**src/rtl/stopwatch_counter_if.sv**
```systemverilog
// Control and status bundle for the stopwatch counter; the datapath owns the slave side.
interface stopwatch_counter_if #(
    parameter int NUMBER_OF_DIGITS         = 4,
    parameter int NUMBER_OF_BITS_PER_DIGIT = 4
);
    localparam int W = NUMBER_OF_DIGITS * NUMBER_OF_BITS_PER_DIGIT;

    logic         enable;
    logic         up_down;
    logic         load;
    logic [W-1:0] load_value;
    logic         clear;
    logic         lap;
    logic [W-1:0] count;
    logic [W-1:0] display;
    logic         tick;
    logic         wrapped;
    logic         expired;
    logic         frozen;

    modport master (
        output enable, up_down, load, load_value, clear, lap,
        input  count, display, tick, wrapped, expired, frozen
    );

    modport slave (
        input  enable, up_down, load, load_value, clear, lap,
        output count, display, tick, wrapped, expired, frozen
    );
endinterface

```
**src/rtl/stopwatch_counter.sv**
```systemverilog
// N-digit mixed-radix up/down time counter with prescaler, preset load, lap freeze
// and countdown expiry. Per-digit arithmetic lives in stopwatch_counter_digit.
module stopwatch_counter_digit #(
    parameter int B    = 4,
    parameter int BASE = 10
) (
    input  logic [B-1:0] d_i,
    input  logic [B-1:0] ld_i,
    output logic         at_max_o,
    output logic         at_zero_o,
    output logic [B-1:0] up_o,
    output logic [B-1:0] dn_o,
    output logic [B-1:0] ld_o
);
    localparam logic [B-1:0] MAX = B'(BASE - 1);

    assign at_max_o  = (d_i == MAX);
    assign at_zero_o = (d_i == '0);
    assign up_o      = at_max_o  ? '0  : d_i + B'(1);
    assign dn_o      = at_zero_o ? MAX : d_i - B'(1);
    assign ld_o      = (ld_i > MAX) ? MAX : ld_i;
endmodule

module stopwatch_counter #(
    parameter int                          NUMBER_OF_DIGITS         = 4,
    parameter int                          NUMBER_OF_BITS_PER_DIGIT = 4,
    parameter logic [NUMBER_OF_DIGITS*8-1:0] DIGIT_BASES            = {8'd6, 8'd10, 8'd6, 8'd10},
    parameter int                          TICK_DIVISOR             = 100_000_000,
    parameter bit                          STOP_AT_ZERO             = 1'b1
) (
    input  logic                 clk,
    input  logic                 rst,
    stopwatch_counter_if.slave   bus
);
    localparam int N  = NUMBER_OF_DIGITS;
    localparam int B  = NUMBER_OF_BITS_PER_DIGIT;
    localparam int PW = (TICK_DIVISOR > 1) ? $clog2(TICK_DIVISOR) : 1;
    localparam logic [PW-1:0] PRE_MAX = PW'(TICK_DIVISOR - 1);

    logic [N-1:0][B-1:0] cnt_q, cnt_d, lap_q, lap_d;
    logic [N-1:0][B-1:0] dig_up, dig_dn, cnt_ld, cnt_up, cnt_dn, ld_val;
    logic [N-1:0]        at_max, at_zero;
    logic [N:0]          inc_c, dec_c;
    logic [PW-1:0]       pre_q, pre_d;
    logic                tick_q, tick_d, wrap_q, wrap_d;
    logic                exp_q, exp_d, frz_q, frz_d;
    logic                all_max, all_zero;

    assign ld_val   = bus.load_value;
    assign inc_c[0] = 1'b1;
    assign dec_c[0] = 1'b1;

    // A digit moves only when every lower digit is at its roll-over point.
    for (genvar k = 0; k < N; k++) begin : g_dig
        stopwatch_counter_digit #(
            .B    (B),
            .BASE (int'(DIGIT_BASES[8*k +: 8]))
        ) u_dig (
            .d_i       (cnt_q[k]),
            .ld_i      (ld_val[k]),
            .at_max_o  (at_max[k]),
            .at_zero_o (at_zero[k]),
            .up_o      (dig_up[k]),
            .dn_o      (dig_dn[k]),
            .ld_o      (cnt_ld[k])
        );
        assign inc_c[k+1] = inc_c[k] & at_max[k];
        assign dec_c[k+1] = dec_c[k] & at_zero[k];
        assign cnt_up[k]  = inc_c[k] ? dig_up[k] : cnt_q[k];
        assign cnt_dn[k]  = dec_c[k] ? dig_dn[k] : cnt_q[k];
    end

    assign all_max  = inc_c[N];
    assign all_zero = dec_c[N];

    always_comb begin
        cnt_d  = cnt_q;
        lap_d  = lap_q;
        pre_d  = pre_q;
        tick_d = 1'b0;
        wrap_d = 1'b0;
        exp_d  = exp_q;
        frz_d  = frz_q;

        // Snapshot uses the pre-step count even when a step lands this cycle.
        if (bus.lap) begin
            if (!frz_q) begin
                lap_d = cnt_q;
                frz_d = 1'b1;
            end else begin
                frz_d = 1'b0;
            end
        end

        if (bus.clear) begin
            cnt_d = '0;
            pre_d = '0;
            exp_d = 1'b0;
            frz_d = 1'b0;
        end else if (bus.load) begin
            cnt_d = cnt_ld;
            pre_d = '0;
            exp_d = 1'b0;
        end else if (bus.enable) begin
            if (pre_q == PRE_MAX) begin
                pre_d = '0;
                if (bus.up_down) begin
                    cnt_d  = cnt_up;
                    tick_d = 1'b1;
                    wrap_d = all_max;
                    exp_d  = 1'b0;
                end else if (STOP_AT_ZERO && (all_zero || exp_q)) begin
                    exp_d = 1'b1;
                end else begin
                    cnt_d  = cnt_dn;
                    tick_d = 1'b1;
                    wrap_d = all_zero;
                end
            end else begin
                pre_d = pre_q + PW'(1);
            end
        end
    end

    always_ff @(posedge clk or negedge rst) begin
        if (!rst) begin
            cnt_q  <= '0;
            lap_q  <= '0;
            pre_q  <= '0;
            tick_q <= 1'b0;
            wrap_q <= 1'b0;
            exp_q  <= 1'b0;
            frz_q  <= 1'b0;
        end else begin
            cnt_q  <= cnt_d;
            lap_q  <= lap_d;
            pre_q  <= pre_d;
            tick_q <= tick_d;
            wrap_q <= wrap_d;
            exp_q  <= exp_d;
            frz_q  <= frz_d;
        end
    end

    assign bus.count   = cnt_q;
    assign bus.display = frz_q ? lap_q : cnt_q;
    assign bus.tick    = tick_q;
    assign bus.wrapped = wrap_q;
    assign bus.expired = exp_q;
    assign bus.frozen  = frz_q;
endmodule

```
**src/flat_wrapper.sv**
```systemverilog
// flat-port wrapper written by rule: the top's interface ports become plain ports
module stopwatch_counter_flat 
#(
    parameter int                          NUMBER_OF_DIGITS         = 4,
    parameter int                          NUMBER_OF_BITS_PER_DIGIT = 4,
    parameter logic [NUMBER_OF_DIGITS*8-1:0] DIGIT_BASES            = {8'd6, 8'd10, 8'd6, 8'd10},
    parameter int                          TICK_DIVISOR             = 100_000_000,
    parameter bit                          STOP_AT_ZERO             = 1'b1
)
  (clk, rst, bus_enable, bus_up_down, bus_load, bus_load_value, bus_clear, bus_lap, bus_count, bus_display, bus_tick, bus_wrapped, bus_expired, bus_frozen);
  stopwatch_counter_if #(.NUMBER_OF_DIGITS(NUMBER_OF_DIGITS), .NUMBER_OF_BITS_PER_DIGIT(NUMBER_OF_BITS_PER_DIGIT)) bus_i ();
  input  logic clk;
  input  logic rst;
  input wire logic [$bits(bus_i.enable)-1:0] bus_enable;
  input wire logic [$bits(bus_i.up_down)-1:0] bus_up_down;
  input wire logic [$bits(bus_i.load)-1:0] bus_load;
  input wire logic [$bits(bus_i.load_value)-1:0] bus_load_value;
  input wire logic [$bits(bus_i.clear)-1:0] bus_clear;
  input wire logic [$bits(bus_i.lap)-1:0] bus_lap;
  output wire logic [$bits(bus_i.count)-1:0] bus_count;
  output wire logic [$bits(bus_i.display)-1:0] bus_display;
  output wire logic [$bits(bus_i.tick)-1:0] bus_tick;
  output wire logic [$bits(bus_i.wrapped)-1:0] bus_wrapped;
  output wire logic [$bits(bus_i.expired)-1:0] bus_expired;
  output wire logic [$bits(bus_i.frozen)-1:0] bus_frozen;
  assign bus_i.enable = bus_enable;
  assign bus_i.up_down = bus_up_down;
  assign bus_i.load = bus_load;
  assign bus_i.load_value = bus_load_value;
  assign bus_i.clear = bus_clear;
  assign bus_i.lap = bus_lap;
  assign bus_count = bus_i.count;
  assign bus_display = bus_i.display;
  assign bus_tick = bus_i.tick;
  assign bus_wrapped = bus_i.wrapped;
  assign bus_expired = bus_i.expired;
  assign bus_frozen = bus_i.frozen;
  stopwatch_counter #(.NUMBER_OF_DIGITS(NUMBER_OF_DIGITS), .NUMBER_OF_BITS_PER_DIGIT(NUMBER_OF_BITS_PER_DIGIT), .DIGIT_BASES(DIGIT_BASES), .TICK_DIVISOR(TICK_DIVISOR), .STOP_AT_ZERO(STOP_AT_ZERO)) u_core (.clk(clk), .rst(rst), .bus(bus_i));
endmodule
```
**config.mk**
```make
export PLATFORM = sky130hd
export DESIGN_NAME = stopwatch_counter_flat
export DESIGN_NICKNAME = d
export VERILOG_FILES = /design/src/rtl/stopwatch_counter_if.sv /design/src/rtl/stopwatch_counter.sv /design/src/flat_wrapper.sv
export SDC_FILE = /design/constraint.sdc
export NUM_CORES = 1
export LEC_CHECK = 0
export BUFFER_PORTS_ARGS = -buffer_cell sky130_fd_sc_hd__buf_2
export CORE_ASPECT_RATIO = 0.6
export CORE_MARGIN = 3
export CORE_UTILIZATION = 58
export CTS_CLUSTER_SIZE = 8
export DETAILED_ROUTE_END_ITERATION = 8
export GPL_ROUTABILITY_DRIVEN = 0
export GPL_TIMING_DRIVEN = 0
export PLACE_DENSITY = 0.86
export SYNTH_ARGS = -nofsm -noshare
export SYNTH_HDL_FRONTEND = slang
export SYNTH_HIERARCHICAL = 1
export SYNTH_SLANG_ARGS = --single-unit
export TNS_END_PERCENT = 100
```
**constraint.sdc**
```tcl
create_clock -name clk -period 2.45 [get_ports clk]
set_input_delay 0.735 -clock clk [delete_from_list [all_inputs] [get_ports clk]]
set_output_delay 0.735 -clock clk [all_outputs]
set_load 0.03 [all_outputs]
```
# Word-level counts from Yosys, hierarchy flattened
# Index checks and enable logic that the tools add are counted.
# totals
output_inout_bits	36
ff_bits	63
in_bits	23
# classes
reduce_logical	17
bitwise_logic	6
muxes	50
eq_ne	9
n_addsub	9
magnitude_cmp	4
# op_table
cell	n
$mux 16	7
$mux 27	4
$mux 4	18
$add 27x1->27 const B	1
$eq 27x27->1 const B	1
$mux 1	21
$add 4x1->4 const B	4
$logic_not 4->1	4
$reduce_bool 4->1	4
$sub 4x1->4 const B	4
$reduce_and 5->1	3
$ne 4x1->1 const B	3
$eq 4x3->1 const B	2
$eq 4x4->1 const B	2
$gt 4x3->1 const B	2
$gt 4x4->1 const B	2
$and 1x1->1	6
$reduce_and 3->1	2
$reduce_bool 3->1	2
$ne 4x4->1 const B	1
$reduce_bool 2->1	1
$logic_or 1x1->1	1

# Depth between registers and ports, before layout
# Gate-level depths: netlist of the first run.
# depth
depth_word	11
mapped_depth	9
mapped_depth_nobuf	8

# By module
# Netlist of the first run, hierarchy kept.
# modules_own_cells
module	cells_per_inst	area_each_um2	instances
stopwatch_counter	358	3637.2	1
stopwatch_counter_digit (u_core.g_dig[1].u_dig ...)	26	173.9	2
stopwatch_counter_digit (u_core.g_dig[0].u_dig ...)	27	158.9	2

# Worst setup path before layout of the first run
# OpenSTA, ideal clock, no wires.
# synth_timing
path_type	reg-to-output
startpoint	register u_core.frz_q, in the netlist u_core/bus.frozen
endpoint	output bus_display[10]
setup_slack_ns	0.082
path_stages_with_launch	4
arrival_time_ns	1.633
t_required_ns	1.715
n_path_buf	2
cell_sequence	dfrtp_1 -> clkbuf_1 -> buf_1 -> mux2_2
# synth_between
elab_chain_len	1
# synth_lines
item	line	text
from (decl)	stopwatch_counter.sv:46	logic exp_q, exp_d, frz_q, frz_d;
from (signal assigned)	stopwatch_counter.sv:141	frz_q <= frz_d;
$mux 16	stopwatch_counter.sv:146	assign bus.display = frz_q ? lap_q : cnt_q;
to (decl)	flat_wrapper.sv:21	output wire logic [$bits(bus_i.display)-1:0] bus_display;
# No other way between the ends.

# Worst setup path after layout of the first run
# layout_timing
startpoint	register u_core.cnt_q, in the netlist u_core/bus.count[8]
endpoint	register u_core.cnt_q, in the netlist u_core/bus.count[13]
# layout_between
elab_chain_len	6
word_cells_on_any_way	10
classes_between	eq/ne: 3; bitwise: 3; reduce/logical: 4
# layout_lines
item	line	text
from (decl)	stopwatch_counter.sv:40	logic [N-1:0][B-1:0] cnt_q, cnt_d, lap_q, lap_d;
from (signal assigned)	stopwatch_counter.sv:135	cnt_q <= cnt_d;
$logic_not 4->1 *	stopwatch_counter.sv:18	assign at_zero_o = (d_i == '0);
net u_core.at_zero[2]	stopwatch_counter.sv:42	logic [N-1:0] at_max, at_zero;
$and 1x1->1 *	stopwatch_counter.sv:68	assign dec_c[k+1] = dec_c[k] & at_zero[k];
$and 1x1->1	stopwatch_counter.sv:68	
$logic_or 1x1->1	stopwatch_counter.sv:112	end else if (STOP_AT_ZERO && (all_zero || exp_q)) begin
$ne 4x4->1 (no line)	n/a	
$reduce_and 5->1 (no line) *	n/a	
# Mark *: on every way through the listed nets, which the timed path passes. The rest lies on a longest branch.
# A chain may end at the register's enable or synchronous reset.

==> results.toml, run 1 <==
[run_status]
outcome = "finished, final reports clean"

[synth]
netlist_area_mm2 = 0.00430
ys_seq_area_share_pct = 36.6
ys_top_cells_by_count = "63 x dfrtp_1, 54 x nor2_1, 38 x mux2_2"
syn-num-nets = 488
syn_area_per_cell_um2 = 9.27
ys_top_cells_by_area = "dfrtp_1 37%, mux2_2 9.9%, nor2_1 4.7%"
ys_warn_count = 6
synth-edff-count = 0
synthArstFlopShare_pct = 100
yosys.area.top_type_share_pct = 36.6
synth_cell_types = 59
synth_flop_cell = "dfrtp_1"
synth_most_common_cell = "dfrtp_1"
yosysTopAreaCell = "dfrtp_1"
yosys_register_bits = 63
synth_cells = 464

[critical_path]
path_buf_inv = 1
path_cells = "buf_2, nor4_1, a41oi_1, or2_2, nand2_1, o21ai_4, mux2_4"
start_kind = "register"
cp.depth = 7
crit_slowest_cell = "nor4_1"
path_max_fanout = 10
path_class = "register to register"
max_stage_delay_ns = 0.43
endpoint_kind = "register"
cp_top_family = "simple AND/OR/NAND/NOR gates"
worstPathArrival_ns = 2.55
cp.required_ns = 2.66
ff2ff_setup_slack_ns = 0.12
reg2reg_depth = 7

[run]
drv_cap = 0

[cells_and_area]
fin_util_pct = 73.2
drive_gt1_share_pct = 31.9
antenna_cells = 0
area_delta_synth_final_pct = 18.0
fin_nets = 555

[timing]
setup_violations = 0
worst-slew-pin-transition_ns = 0.849
min_period_ns = 2.33
rsz0062_at_grt = "false"
relSlewSlack_pct = 43.3
finalHoldViolCount = 0
max_freq_mhz = 429
min_period_over_period_pct = 95.3
worst_hold_slack_ns = 0.415
slew_violations = 0
skew_ns = 0.00726

[drt]
drt_iter0_markers = 394
vias_per_cell = 6.05
route.vias.total = 3848
drc = 0
dr_wl_met3_um = 919
drtAntennaViolNets = 0
dr_wl_met2_mm = 4.93
wl_mm = 11.0
routed.top_layer = "met4"
wl_met1_mm = 4.95
drt-pass1-iter-count = 6
post_drt_wl_per_cell_um = 17.4

[global_route]
grt_pass1_wl_mm = 17.6
grt_antenna_before_repair = 0
grt_overflow = 0
grt_usage_pct = 26.8
grt_max_degree = 39
grt_pass1_vias = 3565

[clocking]
cts-root-buf = "clkbuf_16"
clock_latency_ns = 0.33
cts_sinks = 63
cts_tree = "yes"
path_clk_slew_ns = 0.05
hold_buffers = 0
htree_levels = 3
post_cts_buffers = 0
cts_buffers = 9
clk_path_buf_depth = 2

[floorplan]
fp.dieArea_mm2 = 0.00852
start_util_pct = 62.0
core-area_mm2 = 0.00694
die_h_um = 72.7
rows = 23
fp.dieW_um = 117
ioPinCount = 59

[placed_design]
dp_hpwl_mm = 7.87
io_buffers = 56

[hold_path]
hold_path_class = "primary input to asynchronous set/reset pin"

[power]
combPwrFrac_pct = 21.2
pwr-share-seq_pct = 37.3
clkPwrFrac_pct = 41.6
leakagePower_nw = 2.39
swShare_pct = 28.9
peakVddDrop_v = 0.000435
p_int_mw = 2.24
p_sw_uw = 909
power_density_mw_per_mm2 = 620
-- worst reg2reg max path, stage by stage, from the launching register on --
cell and delay, ns:
dfrtp_1 0.42, buf_2 0.20, nor4_1 0.43, a41oi_1 0.24
or2_2 0.36, nand2_1 0.12, o21ai_4 0.11, mux2_4 0.34
-- flip-flops by register name, summed over array words and instances (netlist names) --
signal / count
u_core/pre_q: 27
u_core/bus.wrapped: 1
u_core/bus.expired: 1
u_core/bus.tick: 1
u_core/bus.count: 16
u_core/lap_q: 16
u_core/bus.frozen: 1
-- cell type report --
type,count,area [µm²]
well taps,100,125
repair buffers,57,300
clock inverters,3,40.0
clock buffers,13,270
fillers,513,1860
flip-flops and latches,63,1580
inverters,19,76.3
plain buffers,30,173
multi-input cells,351,2520
-- layout by cell type (no fill, tap or decap), types with 3 or more instances in the layout --
cell / instances
nor3_1: 6
mux2_2: 38
nor2b_1: 9
o21ai_0: 17
o21bai_1: 4
nor4_1: 4
or2_2: 6
a21oi_1: 18
nand2_1: 37
xor2_1: 14
inv_1: 17
and3_1: 4
o22ai_1: 5
nand2b_1: 4
clkbuf_16: 9
mux2i_1: 19
o21ai_4: 3
dfrtp_1: 62
buf_4: 4
nor2_1: 54
clkbuf_1: 9
nand2_2: 3
or4_1: 6
clkbuf_8: 3
nand4_1: 8
nor2_4: 3
nand3b_1: 3
nor4_2: 4
buf_2: 68
buf_6: 4
a32o_1: 4
xnor2_1: 11
nand3_1: 20
mux2_4: 8
-- what timing repair did --
action,CTS,global route
cloned,0,0
setup endpoints to repair,23,31
resized for setup,3,6
pin swaps,0,1
endpoints found under the hold margin,0,0
-- metrics by stage --
stage	setup TNS [ns]	total power, mW	cell area [µm²]	std cells	setup slack [ns]
after floorplan	0	1.65	4300	464	0.0824
after global routing	0	3.28	5080	636	0.0336
after CTS	0	3.16	5040	636	0.0121
after detailed placement	-3.82	1.83	4730	621	-0.291
after global placement	-2.00	1.80	4710	620	-0.226
final	0	3.15	5080	636	0.116
-- per-layer routing --
layer  GRT usage [%]  up-vias
li1                -     1766
met1            38.2     1841
met2            39.1      213
met3            6.21       28
met4            11.5        0
met5               0        -
-- power groups by stage --
| stage | Sequential [mW] | Combinational (mW) | Clock [mW] |
|---|---|---|---|
| floorplan | 1.21 | 0.441 | 0 |
| finish | 1.17 | 0.667 | 1.31 |
| CTS | 1.17 | 0.655 | 1.33 |
| detailed placement | 1.18 | 0.650 | 0 |
| global placement | 1.18 | 0.626 | 0 |
| global route | 1.18 | 0.720 | 1.38 |
-- cells by family (layout without fill, tap and decap cells) --
family	after synthesis	after routing	synth area share [%]
DFF	63	63	36.6
other	2	2	0.175
muxes	65	65	17.2
xor gates and xnor gates	25	25	5.09
buffers and inverters	50	122	5.79
and+or+nand+nor	187	187	23.7
AOI/OAI and AO/OA	71	71	11.2
adders and majority gates	1	1	0.291
-- final timing paths --
check | start | endpoint
max | u_core/bus.count[8]$_DFFE_PN0P_ | u_core/bus.count[13]$_DFFE_PN0P_
min | rst | u_core/bus.count[11]$_DFFE_PN0P_
max reg2reg | u_core/bus.count[8]$_DFFE_PN0P_ | u_core/bus.count[13]$_DFFE_PN0P_
min reg2reg | u_core/lap_q[12]$_DFFE_PN0P_ | u_core/lap_q[12]$_DFFE_PN0P_
max in group asynchronous | rst | u_core/bus.count[8]$_DFFE_PN0P_
min in group clk | u_core/lap_q[12]$_DFFE_PN0P_ | u_core/lap_q[12]$_DFFE_PN0P_
No activity file was read; power rests on OpenSTA's default activity.
==> inputs of run 2 (changes only) <==
--- a/config.mk
+++ b/config.mk
@@ -9,11 +9,13 @@
 export CORE_ASPECT_RATIO = 0.6
 export CORE_MARGIN = 3
 export CORE_UTILIZATION = 58
+export CTS_CLUSTER_DIAMETER = 40
 export CTS_CLUSTER_SIZE = 8
 export DETAILED_ROUTE_END_ITERATION = 8
 export GPL_ROUTABILITY_DRIVEN = 0
 export GPL_TIMING_DRIVEN = 0
 export PLACE_DENSITY = 0.86
+export REMOVE_ABC_BUFFERS = 1
 export SYNTH_ARGS = -nofsm -noshare
 export SYNTH_HDL_FRONTEND = slang
 export SYNTH_HIERARCHICAL = 1
==> results.toml, run 2 (same netlist as run 1, synthesis figures left out) <==
[critical_path]
endpoint_kind = "register"
crit_slowest_cell = "dfrtp_1"
reg2reg_depth = 6
path_max_fanout = 14
r2r-end = "u_core/bus.count[15]$_DFFE_PN0P_"
path_class = "register to register"
r2r-start = "u_core/bus.count[8]$_DFFE_PN0P_"
max_stage_delay_ns = 0.54
ff2ff_setup_slack_ns = 0.08
path_cells = "nor4_1, a41oi_1, or2_2, nand2_1, o21ai_4, mux2_4"
worstPathArrival_ns = 2.58
cp.required_ns = 2.66
start_kind = "register"

[cells_and_area]
largest_register_ffs = 27
fin_nets = 526
final_common_cell = "dfrtp_1"
area_delta_synth_final_pct = 13.5
final_cell_mix = "62 x dfrtp_1, 57 x buf_2, 52 x nor2_1, 38 x mux2_2, 37 x nand2_1"
nFillCells = 514
design_area_mm2 = 0.00488
largest_register = "u_core/pre_q"
drive_gt1_share_pct = 30.4
antenna_cells = 0
fin_util_pct = 70.4

[global_route]
grt_usage_pct = 25.7
grt_pass1_wl_mm = 17.2
grt_max_degree = 64
grt_pass1_vias = 3393
grt_antenna_before_repair = 0
grt_overflow = 0

[placed_design]
dp_hpwl_mm = 6.99
io_buffers = 58
post-place-ws_ns = -0.331
dpl_cell_area_mm2 = 0.00455

[floorplan]
fp.dieW_um = 117
rows = 23
ioPinCount = 59
fp.dieArea_mm2 = 0.00852
die_h_um = 72.7
core-area_mm2 = 0.00694
start_util_pct = 62.0

[clocking]
hold_buffers = 0
cts_sinks = 63
post_cts_buffers = 0
clock_latency_ns = 0.33
clk_path_buf_depth = 2
htree_levels = 3
cts_tree = "yes"
cts_buffers = 9
cts-root-buf = "clkbuf_16"
path_clk_slew_ns = 0.05

[timing]
rsz0062_at_grt = "false"
finalHoldViolCount = 0
setup_violations = 0
max_freq_mhz = 422
worst-slew-pin-transition_ns = 0.920
slew_violations = 0
skew_ns = 0.00521
fin_ws_ns = 0.0823
fin_setup_tns_ns = 0
relSlewSlack_pct = 38.7
min_period_over_period_pct = 96.6
min_period_ns = 2.37

[hold_path]
hold_path_class = "primary input to asynchronous set/reset pin"

[drt]
drt-pass1-iter-count = 5
post_drt_wl_per_cell_um = 17.5
wl_mm = 10.6
vias_per_cell = 6.11
drc = 0
drtAntennaViolNets = 0
drt_iter0_markers = 509
route.vias.total = 3706

[power]
leakagePower_nw = 2.27
fin_total_pwr_mw = 3.07
power_density_mw_per_mm2 = 629
peakVddDrop_v = 0.000349

[run_status]
outcome = "finished, final reports clean"

[run]
drv_cap = 0
-- run 2: cell count changes in the layout (fill, tap and decap cells not counted), moves of 2 or more --
cell      previous run  this run
nor2_1              54        52
buf_6                4         0
buf_1                2         0
clkbuf_8             3         1
buf_4                4         1
clkbuf_1             9         2
nor2_2               0         2
buf_2               68        57
-- run 2: per-stage QoR --
| stage | std cells | hold slack, ns |
|---|---|---|
| 6_report | 607 | 0.501 |
| 5_1_grt | 607 | 0.518 |
| 4_1_cts | 607 | 0.503 |
| 3_5_place_dp | 591 | 0.489 |
| 3_3_place_gp | 591 | 0.481 |
| 2_1_floorplan | 433 | 0.439 |
-- run 2: per-layer routing --
metal  vias up  GRT usage (%)  routed length (µm)
met5         -              0                   0
met4         0           10.6                 246
met3        32           5.88                 733
met2       169           35.9                4550
met1      1802           38.3                5070
li1       1703              -                   -
-- run 2: worst max-delay path by stage --
stage | slack [ns] | endpoint | startpoint | depth (start not counted)
finish | 0.08 | u_core/bus.count[15]$_DFFE_PN0P_ | u_core/bus.count[8]$_DFFE_PN0P_ | 6
floorplan | 0.20 | u_core/bus.count[12]$_DFFE_PN0P_ | u_core/bus.count[1]$_DFFE_PN0P_ | 6
global placement | -0.27 | u_core/pre_q[10]$_DFFE_PN0P_ | bus_load | 6
CTS | 0.008 | u_core/pre_q[2]$_DFFE_PN0P_ | bus_load | 4
detailed placement | -0.33 | u_core/pre_q[2]$_DFFE_PN0P_ | bus_load | 4
global route | 0.04 | u_core/bus.count[15]$_DFFE_PN0P_ | u_core/bus.count[8]$_DFFE_PN0P_ | 6
-- run 2: final cells by class --
type | instances | area (µm²) | share of cell area [%]
clock buffers | 12 | 246 | 5.05
well taps | 100 | 125 | 2.56
flip-flops and latches | 63 | 1580 | 32.3
clock inverters | 4 | 45.0 | 0.922
multi-input cells | 351 | 2520 | 51.6
repair buffers | 58 | 293 | 6.00
inverters | 19 | 76.3 | 1.56
-- run 2: power breakdown --
| part | internal, mW | switching [mW] | leakage, nW |
|---|---|---|---|
| combinational | 0.244 | 0.356 | 1.27 |
| sequential | 1.10 | 0.108 | 0.854 |
| clock | 0.810 | 0.454 | 0.146 |
| total | 2.15 | 0.918 | 2.27 |
-- run 2: critical path, delay by kind of cell, from the launching register on --
family / cells / cell delay (ns)
compound gates: 2 / 0.38
flops: 1 / 0.54
mux: 1 / 0.34
simple gates: 3 / 0.96
-- run 2: timing repair --
item | 4_1_cts | 5_1_grt
gates cloned | 0 | 0
pin swaps | 0 | 1
setup endpoints to repair | 32 | 33
resized for setup | 2 | 7
